[config.mk]
export PLATFORM = sky130hd
export DESIGN_NAME = float27_to_fixed_flat
export DESIGN_NICKNAME = d
export VERILOG_FILES = /design/src/rtl/float27_pkg.sv /design/src/rtl/float27_to_fixed_if.sv /design/src/rtl/float27_unpack.sv /design/src/rtl/float27_to_fixed.sv /design/src/flat_wrapper.sv
export SDC_FILE = /design/constraint.sdc
export NUM_CORES = 1
export LEC_CHECK = 0
export CAP_MARGIN = 40
export CORE_ASPECT_RATIO = 1.25
export CORE_MARGIN = 1
export CORE_UTILIZATION = 52
export CTS_CLUSTER_SIZE = 25
export DETAILED_ROUTE_END_ITERATION = 6
export PLACE_DENSITY = 0.75
export SYNTH_ARGS = -nofsm -noshare
export SYNTH_HDL_FRONTEND = slang
export SYNTH_SLANG_ARGS = --single-unit
[constraint.sdc]
create_clock -name clk -period 4.4 [get_ports clk]
set_clock_uncertainty 0.15 [all_clocks]
set_input_delay 1.32 -clock clk [delete_from_list [all_inputs] [get_ports clk]]
set_output_delay 1.32 -clock clk [all_outputs]
set_load 0.005 [all_outputs]
[src/rtl/float27_pkg.sv]
// Shared float27 field widths, exponent bias and converter FSM states.
package float27_pkg;

  localparam int SIGN_W   = 1;
  localparam int EXP_W    = 8;
  localparam int MANT_W   = 18;
  localparam int FLOAT_W  = 27;
  localparam int EXP_BIAS = 127;

  // Width of the signed shift count k; wide enough for any exponent/FRAC_BITS mix.
  localparam int K_W = 16;

  typedef enum logic [1:0] {
    ST_IDLE,
    ST_SHIFT,
    ST_FINISH
  } state_t;

endpackage

[src/rtl/float27_to_fixed_if.sv]
// Start/done handshake bundle for the float27 to fixed-point converter.
interface float27_to_fixed_if
  import float27_pkg::*;
#(
  parameter int W = 32
);

  logic               start;
  logic [FLOAT_W-1:0] input_a;
  logic [W-1:0]       output_q;
  logic               overflow;
  logic               busy;
  logic               done;

  modport master (
    output start, input_a,
    input  output_q, overflow, busy, done
  );

  modport slave (
    input  start, input_a,
    output output_q, overflow, busy, done
  );

endinterface

[src/rtl/float27_unpack.sv]
// Combinational float27 field split, zero detect and fixed-point shift count k.
module float27_unpack
  import float27_pkg::*;
#(
  parameter int FRAC_BITS = 24
) (
  input  logic [FLOAT_W-1:0]   a,
  output logic                 sign,
  output logic [MANT_W-1:0]    mant,
  output logic                 is_zero,
  output logic signed [K_W-1:0] k
);

  // k = E - (bias + mantissa width) + FRAC_BITS; positive means shift left.
  localparam logic signed [K_W-1:0] K_OFF = K_W'(FRAC_BITS - EXP_BIAS - MANT_W);

  logic [EXP_W-1:0] exp_f;

  assign sign    = a[FLOAT_W-1];
  assign exp_f   = a[FLOAT_W-SIGN_W-1 -: EXP_W];
  assign mant    = a[MANT_W-1:0];
  assign is_zero = (exp_f == '0);
  assign k       = $signed({{(K_W-EXP_W){1'b0}}, exp_f}) + K_OFF;

endmodule

[src/rtl/float27_to_fixed.sv]
// Iterative float27 -> signed fixed-point converter, one shift per cycle.
// Define FLOAT27_ROUND_EN for round-half-away-from-zero; otherwise truncates.
module float27_to_fixed
  import float27_pkg::*;
#(
  parameter int INT_BITS  = 8,
  parameter int FRAC_BITS = 24
) (
  input  logic              clk,
  input  logic              reset,
  float27_to_fixed_if.slave bus
);

  localparam int W     = INT_BITS + FRAC_BITS;
  localparam int CNT_W = $clog2(W);
  localparam logic [W-1:0] SAT_POS = {1'b0, {(W-1){1'b1}}};
  localparam logic signed [K_W-1:0] K_MIN = K_W'(-(MANT_W + 1));
  localparam logic signed [K_W-1:0] N_MAX = K_W'(W - 1);

  logic                  u_sign;
  logic [MANT_W-1:0]     u_mant;
  logic                  u_zero;
  logic signed [K_W-1:0] u_k;

  float27_unpack #(.FRAC_BITS(FRAC_BITS)) u_unpack (
    .a       (bus.input_a),
    .sign    (u_sign),
    .mant    (u_mant),
    .is_zero (u_zero),
    .k       (u_k)
  );

  logic                  k_neg;
  logic signed [K_W-1:0] k_abs;
  logic                  kill;
  logic [CNT_W-1:0]      n_load;

  assign k_neg  = u_k[K_W-1];
  assign k_abs  = k_neg ? -u_k : u_k;
  assign kill   = u_zero || (u_k < K_MIN);
  assign n_load = (k_abs > N_MAX) ? CNT_W'(W - 1) : k_abs[CNT_W-1:0];

  state_t           state_q, state_d;
  logic [W-1:0]     mag_q, mag_d;
  logic [CNT_W-1:0] cnt_q, cnt_d;
  logic             sign_q, sign_d;
  logic             right_q, right_d;
  logic             ovf_q, ovf_d;
  logic [W-1:0]     result_q, result_d;
  logic             overflow_q, overflow_d;
  logic             busy_q, busy_d;
  logic             done_q, done_d;
  logic             round_inc;
  logic [W-1:0]     mag_rnd;

`ifdef FLOAT27_ROUND_EN
  logic guard_q, guard_d;
  assign round_inc = right_q & guard_q;
`else
  assign round_inc = 1'b0;
`endif

  assign mag_rnd = mag_q + W'(round_inc);

  always_comb begin
    state_d    = state_q;
    mag_d      = mag_q;
    cnt_d      = cnt_q;
    sign_d     = sign_q;
    right_d    = right_q;
    ovf_d      = ovf_q;
    result_d   = result_q;
    overflow_d = overflow_q;
    busy_d     = busy_q;
    done_d     = 1'b0;
`ifdef FLOAT27_ROUND_EN
    guard_d    = guard_q;
`endif
    case (state_q)
      ST_IDLE: begin
        if (bus.start) begin
          sign_d  = u_sign;
          right_d = k_neg;
          ovf_d   = 1'b0;
          busy_d  = 1'b1;
`ifdef FLOAT27_ROUND_EN
          guard_d = 1'b0;
`endif
          mag_d   = kill ? '0 : W'(u_mant);
          cnt_d   = kill ? '0 : n_load;
          state_d = (!kill && n_load != '0) ? ST_SHIFT : ST_FINISH;
        end
      end
      ST_SHIFT: begin
        if (right_q) begin
`ifdef FLOAT27_ROUND_EN
          guard_d = mag_q[0];
`endif
          mag_d = mag_q >> 1;
          cnt_d = cnt_q - CNT_W'(1);
          if (cnt_q == CNT_W'(1)) state_d = ST_FINISH;
        end else if (mag_q[W-2]) begin
          // Another left shift would reach the sign position: saturate now.
          ovf_d   = 1'b1;
          state_d = ST_FINISH;
        end else begin
          mag_d = mag_q << 1;
          cnt_d = cnt_q - CNT_W'(1);
          if (cnt_q == CNT_W'(1)) state_d = ST_FINISH;
        end
      end
      ST_FINISH: begin
        if (ovf_q) begin
          result_d   = sign_q ? -SAT_POS : SAT_POS;
          overflow_d = 1'b1;
        end else begin
          result_d   = sign_q ? -mag_rnd : mag_rnd;
          overflow_d = 1'b0;
        end
        done_d  = 1'b1;
        busy_d  = 1'b0;
        state_d = ST_IDLE;
      end
      default: state_d = ST_IDLE;
    endcase
  end

  always_ff @(posedge clk) begin
    if (reset) begin
      state_q    <= ST_IDLE;
      mag_q      <= '0;
      cnt_q      <= '0;
      sign_q     <= 1'b0;
      right_q    <= 1'b0;
      ovf_q      <= 1'b0;
      result_q   <= '0;
      overflow_q <= 1'b0;
      busy_q     <= 1'b0;
      done_q     <= 1'b0;
`ifdef FLOAT27_ROUND_EN
      guard_q    <= 1'b0;
`endif
    end else begin
      state_q    <= state_d;
      mag_q      <= mag_d;
      cnt_q      <= cnt_d;
      sign_q     <= sign_d;
      right_q    <= right_d;
      ovf_q      <= ovf_d;
      result_q   <= result_d;
      overflow_q <= overflow_d;
      busy_q     <= busy_d;
      done_q     <= done_d;
`ifdef FLOAT27_ROUND_EN
      guard_q    <= guard_d;
`endif
    end
  end

  assign bus.output_q = result_q;
  assign bus.overflow = overflow_q;
  assign bus.busy     = busy_q;
  assign bus.done     = done_q;

endmodule

[src/flat_wrapper.sv]
// flat-port wrapper written by rule: the top's interface ports become plain ports
module float27_to_fixed_flat import float27_pkg::*;
#(
  parameter int INT_BITS  = 8,
  parameter int FRAC_BITS = 24
)
  (clk, reset, bus_start, bus_input_a, bus_output_q, bus_overflow, bus_busy, bus_done);
  float27_to_fixed_if #(.W(32)) bus_i ();
  input  logic clk;
  input  logic reset;
  input wire logic [$bits(bus_i.start)-1:0] bus_start;
  input wire logic [$bits(bus_i.input_a)-1:0] bus_input_a;
  output wire logic [$bits(bus_i.output_q)-1:0] bus_output_q;
  output wire logic [$bits(bus_i.overflow)-1:0] bus_overflow;
  output wire logic [$bits(bus_i.busy)-1:0] bus_busy;
  output wire logic [$bits(bus_i.done)-1:0] bus_done;
  assign bus_i.start = bus_start;
  assign bus_i.input_a = bus_input_a;
  assign bus_output_q = bus_i.output_q;
  assign bus_overflow = bus_i.overflow;
  assign bus_busy = bus_i.busy;
  assign bus_done = bus_i.done;
  float27_to_fixed #(.INT_BITS(INT_BITS), .FRAC_BITS(FRAC_BITS)) u_core (.clk(clk), .reset(reset), .bus(bus_i));
endmodule
==> flow_metrics.py <==
metrics = {
    "synthesis": {
        "synthTopCellsByArea": "dfxtp_1, nor2_1, a21oi_1",
        "synth_edf_count": 0,
        "ys_types": 68,
        "synth-seq-cells": 76,
        "yosysSeqAreaShare": 0.327,
        "synth_top_cell_area_share": 0.327,
        "synth_fp_nets": 636,
        "synthArstFlopShare": 0,
        "synthesis.area_um2": 4650,
        "synthFlopType": "dfxtp_1",
        "syn_inst": 601,
        "yosys_warnings": 0,
        "syn_avg_cell_area_um2": 7.73,
        "synth_area_leader_cell": "dfxtp_1",
    },
    "cts": {
        "post_cts_buffers": 0,
        "ctsHoldBuffers": 0,
        "cts-root-buf": "clkbuf_8",
        "cts_tree": "built",
        "path_clk_slew_ns": 0.08,
        "htreeDepth": 3,
        "clockBufferDepth": 2,
        "post_cts_resized": 0,
        "cts_buffers": 9,
        "cts.sinks": 76,
        "insertion_delay_ns": 0.37,
    },
    "global_route": {
        "antenna_found_initial": 0,
        "grt_use_total": 0.283,
        "grt_remaining_overflow": 0,
        "grt_pass1_wl_um": 20700,
        "grt_pass1_vias": 4373,
        "grt_max_degree": 46,
    },
    "timing": {
        "setup_viol": 0,
        "post-route-period-util": 0.895,
        "rsz0062_at_grt": "no",
        "whs_ns": 0.301,
        "hold_viol_final": 0,
        "slew_viol_final": 0,
        "max_freq_ghz": 0.254,
        "slew_headroom": 0.456,
        "period_needed_ns": 3.94,
        "fin_tns_setup_ns": 0,
        "worst_pin_slew_ns": 0.813,
    },
    "layout": {
        "postLayoutCoreUtil": 0.642,
        "n_antenna_cell": 0,
        "fill_cells": 808,
        "drive_above_1_share": 0.0881,
        "syn_to_final_growth_pct": 19.6,
        "nets": 666,
    },
    "floorplanning": {
        "core_area_um2": 8650,
        "die_x_um": 86.5,
        "rows": 38,
        "io_pins": 65,
        "dieArea_um2": 9320,
        "start_util": 0.537,
        "die_y_um": 108,
    },
    "hold_path": {
        "hold_start": "u_core.bus.output_q[19]$_SDFFE_PP0P_",
        "min_path_cells": 2,
        "min_to": "u_core.bus.output_q[19]$_SDFFE_PP0P_",
        "min_path_type": "reg2reg",
    },
    "setup_path": {
        "worstReg2RegStart": "u_core.mag_q[2]$_SDFFE_PP0P_",
        "cp.arrival_ns": 4.03,
        "path_max_fanout": 10,
        "cp-end-kind": "flop",
        "r2r_slack_ns": 1.68,
        "worstPathRequired_ns": 4.49,
        "ff2ff_path_depth": 6,
        "critPathMaxStageDelay_ns": 0.57,
        "worstSetupPathType": "in2reg",
        "crit_chain": "clkdlybuf4s50_1, inv_1, ha_1, xnor2_1, and4_1, o2111ai_1, a22o_1, a2111oi_0, o21ai_0",
        "cpMaxStageDelayCell": "clkdlybuf4s50_1",
        "rr_endpoint": "u_core.bus.output_q[27]$_SDFFE_PP0P_",
        "worstSetupStartpointType": "primary input",
    },
    "place": {
        "io_buffer_count": 64,
        "dp_hpwl_um": 8670,
        "gp_congestion": 0.866,
    },
    "pwr": {
        "p_per_area_nw_per_um2": 350,
        "leakagePower_nw": 1.88,
        "power_mw": 1.94,
        "ir_drop_v": 0.000219,
    },
    "detailed_routing": {
        "num_vias": 4720,
        "vias_per_cell": 6.24,
        "drc": 0,
        "ant_nets": 0,
        "avgRoutedWirePerCell_um": 16.4,
        "drt_wl_total_um": 12400,
        "drtIter0Drc": 377,
        "dr.pass1.iters": 6,
    },
    "run": {
        "max_cap_violations": 0,
    },
    "outcome": {
        "status": "complete, no violations",
    },
}
-- layout by cell type, fill, tap and decap left out, types with 7 or more instances in the layout --
cell and count:
o21ai_0 20, clkbuf_8 13, dfxtp_1 76, xnor2_1 10, o31ai_1 8, a222oi_1 11
o211ai_1 20, clkdlybuf4s50_1 63, o221ai_1 11, nor2_1 93, a21oi_1 53, or3_1 7
a221oi_1 21, xor2_1 11, nand2b_1 7, inv_1 15, nand2_1 45, buf_4 14
nor3_1 13, a211oi_1 26
-- per-stage QoR --
step	instances	cell area (µm²)	setup slack [ns]
CTS	756	5560	0.502
global placement	738	5310	0.265
finish	756	5560	0.461
detailed placement	740	5340	0.109
global route	756	5560	0.207
floorplan	601	4650	0.814
-- power breakdown --
| part | leakage, nW | switching (mW) | internal, mW |
|---|---|---|---|
| clock | 0.112 | 0.264 | 0.323 |
| combinational | 1.15 | 0.307 | 0.236 |
| sequential | 0.620 | 0.0736 | 0.741 |
-- worst max-delay path, delay by kind of cell --
kind / cells / cell delay, ns
and+or+nand+nor: 1 / 0.25
buffers and inverters: 2 / 0.67
xor gates and xnor gates: 1 / 0.38
AOI/OAI and AO/OA: 4 / 1.10
adders and majority gates: 1 / 0.31
-- kinds of logic after synthesis --
group	synth area share
mux	0.0108
buf+inv	0.0687
xor+xnor	0.0396
compound gates	0.324
fa+ha+maj	0.0135
simple gates	0.216
flops	0.327
-- sequential cells by signal (all words and copies together) (netlist names) --
signal / flops
u_core.right_q: 1
u_core.cnt_q: 5
u_core.bus.busy: 1
u_core.bus.done: 1
u_core.mag_q: 31
u_core.state_q: 2
u_core.bus.output_q: 32
u_core.ovf_q: 1
u_core.sign_q: 1
u_core.bus.overflow: 1
-- routing by layer --
metal,up-vias,wire (µm),global-route usage
met5,-,0,0
met1,2235,5250,0.331
met4,0,214,0.117
li1,2302,-,-
met3,22,705,0.0613
met2,161,6250,0.495
-- cell type report --
type	count	area (µm²)	share of cell area
well taps	120	150	0.0270
clock inverters	3	42.5	0.00765
repair buffers	81	791	0.142
multi-input cells	448	2820	0.507
flip-flops and latches	76	1520	0.274
clock buffers	13	179	0.0322
inverters	15	56.3	0.0101
-- how the worst max path moves through the flow --
stage / startpoint / endpoint / cells after the start / slack, ns
floorplan: bus_input_a[18] / u_core.state_q[0]$_SDFFE_PP0P_ / 10 / 0.81
global placement: bus_input_a[19] / u_core.state_q[0]$_SDFFE_PP0P_ / 9 / 0.27
detailed placement: bus_input_a[19] / u_core.state_q[0]$_SDFFE_PP0P_ / 9 / 0.11
CTS: bus_input_a[19] / u_core.state_q[0]$_SDFFE_PP0P_ / 9 / 0.50
global route: bus_input_a[19] / u_core.state_q[0]$_SDFFE_PP0P_ / 9 / 0.21
finish: bus_input_a[19] / u_core.state_q[0]$_SDFFE_PP0P_ / 9 / 0.46
-- cells in the mapped netlist, drive strengths merged (4+ instances only) --
cell	n
or3	7
nand3	4
a31oi	6
nand2	46
nand3b	4
o22ai	4
buf	14
or4	4
nor2b	6
mux2i	5
xor2	11
a21oi	54
nor2	93
a211oi	26
or2	4
nor4	7
a222oi	11
clkbuf	48
o221ai	11
nor3	14
o21ai	21
nand2b	8
o211ai	20
xnor2	10
dfxtp	76
inv	15
o31ai	8
o41ai	4
a221oi	21
ha	5
Note: power is estimated with default switching activity, not from simulation.
